### config.mk
export PLATFORM = sky130hd
export DESIGN_NAME = bcd_7seg
export DESIGN_NICKNAME = d
export VERILOG_FILES = /design/src/rtl/bcd_7seg.sv
export SDC_FILE = /design/constraint.sdc
export NUM_CORES = 1
export LEC_CHECK = 0
export BUFFER_PORTS_ARGS = -buffer_cell sky130_fd_sc_hd__buf_2
export CAP_MARGIN = 0
export CORE_AREA = 2 2 39 41
export CTS_CLUSTER_DIAMETER = 200
export DETAILED_ROUTE_END_ITERATION = 8
export DIE_AREA = 0 0 41 43
export PLACE_DENSITY = 0.67
export RECOVER_POWER = 100
export SYNTH_ARGS = -nofsm -noshare
export SYNTH_HDL_FRONTEND = slang
export SYNTH_SLANG_ARGS = --single-unit
### constraint.sdc
create_clock -name clk -period 1 [get_ports clk]
set_input_delay 0.15 -clock clk [delete_from_list [all_inputs] [get_ports clk]]
set_output_delay 0.15 -clock clk [all_outputs]
set_load 0.1 [all_outputs]
### src/rtl/bcd_7seg.sv
// Registered BCD to seven-segment decoder with blank and lamp-test overrides.
// Define BCD_7SEG_HEX_EN to show hex glyphs A..F for codes 10..15 instead of flagging them invalid.
module bcd_7seg (
  input  logic       clk,
  input  logic       rst_n,
  input  logic       en,
  input  logic [3:0] bcd,
  input  logic       blank,
  input  logic       lamp_test,
  output logic [6:0] s,
  output logic       invalid
);

  // Segment order is {a,b,c,d,e,f,g}; 1 lights a segment.
  function automatic logic [6:0] decode(input logic [3:0] d);
    logic [6:0] seg;
    case (d)
      4'd0:    seg = 7'b1111110;
      4'd1:    seg = 7'b0110000;
      4'd2:    seg = 7'b1101101;
      4'd3:    seg = 7'b1111001;
      4'd4:    seg = 7'b0110011;
      4'd5:    seg = 7'b1011011;
      4'd6:    seg = 7'b1011111;
      4'd7:    seg = 7'b1110000;
      4'd8:    seg = 7'b1111111;
      4'd9:    seg = 7'b1111011;
`ifdef BCD_7SEG_HEX_EN
      4'd10:   seg = 7'b1110111;
      4'd11:   seg = 7'b0011111;
      4'd12:   seg = 7'b1001110;
      4'd13:   seg = 7'b0111101;
      4'd14:   seg = 7'b1001111;
      4'd15:   seg = 7'b1000111;
`endif
      default: seg = 7'b0000000;
    endcase
    return seg;
  endfunction

  logic [6:0] seg_s;
  logic       invalid_s;

  // Next segment pattern: lamp test beats blank, blank beats decode.
  always_comb begin
    seg_s = 7'b0000000;
    if (lamp_test) begin
      seg_s = 7'b1111111;
    end else if (blank) begin
      seg_s = 7'b0000000;
    end else begin
      seg_s = decode(bcd);
    end
  end

  // Invalid flag looks only at the digit, never at the overrides.
`ifdef BCD_7SEG_HEX_EN
  assign invalid_s = 1'b0;
`else
  assign invalid_s = (bcd > 4'd9);
`endif

  // Output register: synchronous reset, load on enable, otherwise hold.
  always_ff @(posedge clk) begin
    if (!rst_n) begin
      s       <= 7'b0000000;
      invalid <= 1'b0;
    end else if (en) begin
      s       <= seg_s;
      invalid <= invalid_s;
    end else begin
      s       <= s;
      invalid <= invalid;
    end
  end

endmodule

### Word level (Yosys, flattened, before mapping)

Memory sizes are Yosys's and may differ from the RTL's.
Cells that the tools add are included.
W data, S select, Z words.

* $add $sub $neg: 0
* multipliers: 0
* div/mod/pow operators: 0
* magnitude comparators: 1
* equal/unequal tests: 0
* shift operators: 0
* mux-type cells: 2
* bitwise logic cells: 0
* reductions and logical operators: 0

Operators with widths (number)
* $mux W7: 2
* $gt A4 B4 Y1 const B: 1

* bits in registers: 8
* bits in latches: 0
* memory bits (writable): 0
* ROM bits: 112
* input port bits: 9
* output and inout port bits: 8
* logic and storage cells: 6
* memories kept: 1

Memories
* (name not given): words 16, bits a word 7, rd ports 1, clocked after memory_dff 0, wr ports 0, RTL line 17 `case (d)`

### Longest topological paths before layout

An unclocked memory read counts as a cell.

* depth in word-level cells: 3
* mapped depth: 5
* mapped depth without buffers: 5

### Worst setup path after synthesis

No wires, ideal clock.

* kind: register to register
* start point: register s[0] (netlist name)
* end point: register s[0]
* setup time: 0.080 ns
* arrival time: 1.260 ns
* data required time: 0.920 ns
* setup slack: -0.339 ns
* stages on the path, launching flop included: 3
* buffers on the path: 0
* clock period less this slack: 1.339 ns
* path through: dfxtp_1 > nor2_1 > a211oi_2

RTL lines
* to (signal assigned): RTL line 69 `s <= seg_s;`
* to (signal assigned): RTL line 72 `s <= s;`
* to (decl): RTL line 10 `output logic [6:0] s,`

### Worst setup path after layout

* start point: register s[5]
* end point: output port s[5]

No word-level cell between the ends.

==> results.cfg <==
[run_status]
status = finished clean

[global_route]
grt_pass1_wl_um = 1745
track_usage = 0.1437
grt_max_degree = 10
antenna_found_initial = 0
grt_pass1_vias = 438
overflow = 0

[final_layout]
nets = 93
multi_input_area_um2 = 305.3
seq_area_um2 = 170.2
final.fill_count = 140
diodes = 0
drive_above_1_share = 0.4416
stdcell_area_um2 = 718.2
synthToLayoutAreaGrowth_pct = 36.67

[synthesis]
syn_avg_cell_area_um2 = 9.060
ys_async_sr_fraction = 0
ys_seq_elements = 8
synth_nets = 72
ys_warn_count = 0
synth_common_cells = dfxtp_1, nor2_1, inv_1
synth_flop_cell = dfxtp_1
seq_area_frac_synth = 0.3048
syn_area_um2 = 525.5
synth_cells = 58
synth_top_area_share = 0.3048
synthTopCellsByArea = dfxtp_1, ha_1, nand2b_1, nor2_1, inv_1
yosysUniqueCellTypes = 24
synth_top_cell_by_area = dfxtp_1
synth-edff-count = 0

[timing]
worst_slew_pin_slew_ps = 275.6
rsz0062_at_grt = no
finalCriticalPeriod_ps = 954.1
maxSlewHeadroom = 0.8150
hold_viol_final = 0
hold_slack_ps = 163.3
period_share = 0.9541
max_freq_ghz = 1.048
skew_ps = 0
setup_viol = 0
drv_slew = 0

[detailed_routing]
wl_met3_um = 47
wl_um = 1040
num_vias = 460
firstDrtPassIters = 3
wl_per_cell_um = 11.18
drtAntennaViolNets = 0
routed.top_layer = met4
drc = 0
vias_per_cell = 4.946
wl_met1_um = 446
wl_met2_um = 524
drt_iter0_drc = 3

[cts]
cts_resized = 0
cts_buffer_depth = 2
clk_latency_ps = 250
numCtsBuffers = 3
post-cts-setup-buffers = 0
cts_max_level = 1
cts_tree = done
cts.root.buffer_cell = clkbuf_4
cts_hold_buf = 0
path_clk_slew_ps = 60
cts.sinks = 8

[critical_path]
crit_path_end_kind = primary output
r2r_cells = 2
path_depth = 1
cp.arrival_ps = 800
cp_num_buf_inv = 1
path_delay_family = flip-flops
crit_chain = buf_6
critPathMaxStageDelay_ps = 330
r2r-start = s[4]
cp-start-kind = register
worstSetupPathType = register to primary output
cp_max_fo = 2
startpoint = s[5]
required_ps = 850
cp_slowest_cell = dfxtp_2
ff2ff_setup_slack_ps = 330
crit_path_end = s[5]
r2r_end = s[4]

[die]
die-width_um = 41
io_pins = 17
row_count = 14
dieArea_um2 = 1763
core_um2 = 1384
die_height_um = 43
initial_core_util = 0.3797

[placement]
placed_area_um2 = 748.2
gp_congestion = 0.8655
dpl.hpwl_um = 838.7
portBuffers = 16

[run]
cap_violations = 0

[power_and_ir_drop]
ir_drop_mv = 0.5137
p_total_uw = 1012
p_leak_uw = 0.0003163
power_density_nw_per_um2 = 1410

[min_path]
hold_path.class = primary input to register
==> cell type report <==
type / instances / share of cell area
clock buffer: 3 / 0.03136
inverter: 7 / 0.03659
multi-input combinational: 40 / 0.4251
sequential: 8 / 0.2369
tap: 16 / 0.02787
timing repair buffer: 19 / 0.2422
==> worst min path at each step <==
| stage | to | startpoint | cells past startpoint |
|---|---|---|---|
| 4_1_cts | s[2] | rst_n | 2 |
| 5_1_grt | s[2] | rst_n | 2 |
| 3_5_place_dp | s[2] | rst_n | 2 |
| 3_3_place_gp | s[2] | rst_n | 2 |
| 6_report | s[2] | rst_n | 2 |
| 2_1_floorplan | s[4] | rst_n | 2 |
==> placed cells by master (no fill, tap or decap) <==
master and instances:
nor2_1 8, dfxtp_2 8, inv_1 7, buf_2 7
nand2b_1 5, ha_1 5, buf_6 5, clkbuf_4 3
buf_12 3, a21oi_1 2, nor3_1 2, o21ai_0 2
a31oi_1 2, a211oi_1 2, a211oi_2 2, clkbuf_1 2
buf_4 2, nand2b_4 1, o21ai_2 1, nor4b_2 1
a311oi_1 1, o21ai_1 1, o211ai_1 1, a21boi_0 1
o221a_1 1, a31oi_2 1, xor2_1 1
==> state kept, by name, indices dropped and copies added (netlist names) <==
| register | cells |
|---|---|
| invalid | 1 |
| s | 7 |
==> cell families (layout without fill, tap and decap cells) <==
family	count (synthesis)	in the layout	synth area share
and+or+nand+nor	17	17	0.1905
adders and majority gates	5	5	0.1190
xor gates and xnor gates	1	1	0.01667
AOI/OAI and AO/OA	17	17	0.2619
DFF	8	8	0.3048
buffers and inverters	10	29	0.1072
==> stage by stage <==
step / std cells / utilization / setup TNS, ps / worst slack, ps
global placement: 90 / 0.5407 / -111.4 / -65.82
CTS: 93 / 0.5570 / 0 / 59.83
global route: 93 / 0.5190 / 0 / 30.70
floorplan: 58 / - / -20.31 / -20.31
finish: 93 / 0.5190 / 0 / 45.89
detailed placement: 90 / 0.5407 / -273.3 / -93.19
==> per-layer routing <==
layer | global-route usage | vias to the layer above
li1 | - | 237
met1 | 0.1645 | 207
met2 | 0.2281 | 12
met3 | 0.01571 | 4
met4 | 0.1067 | 0
met5 | 0 | -
==> power breakdown <==
part	switching, uW	internal, uW
Combinational	267	126
Clock	114	138
Sequential	19.1	349
Total	400	612
(Power assumes the default switching activity.)
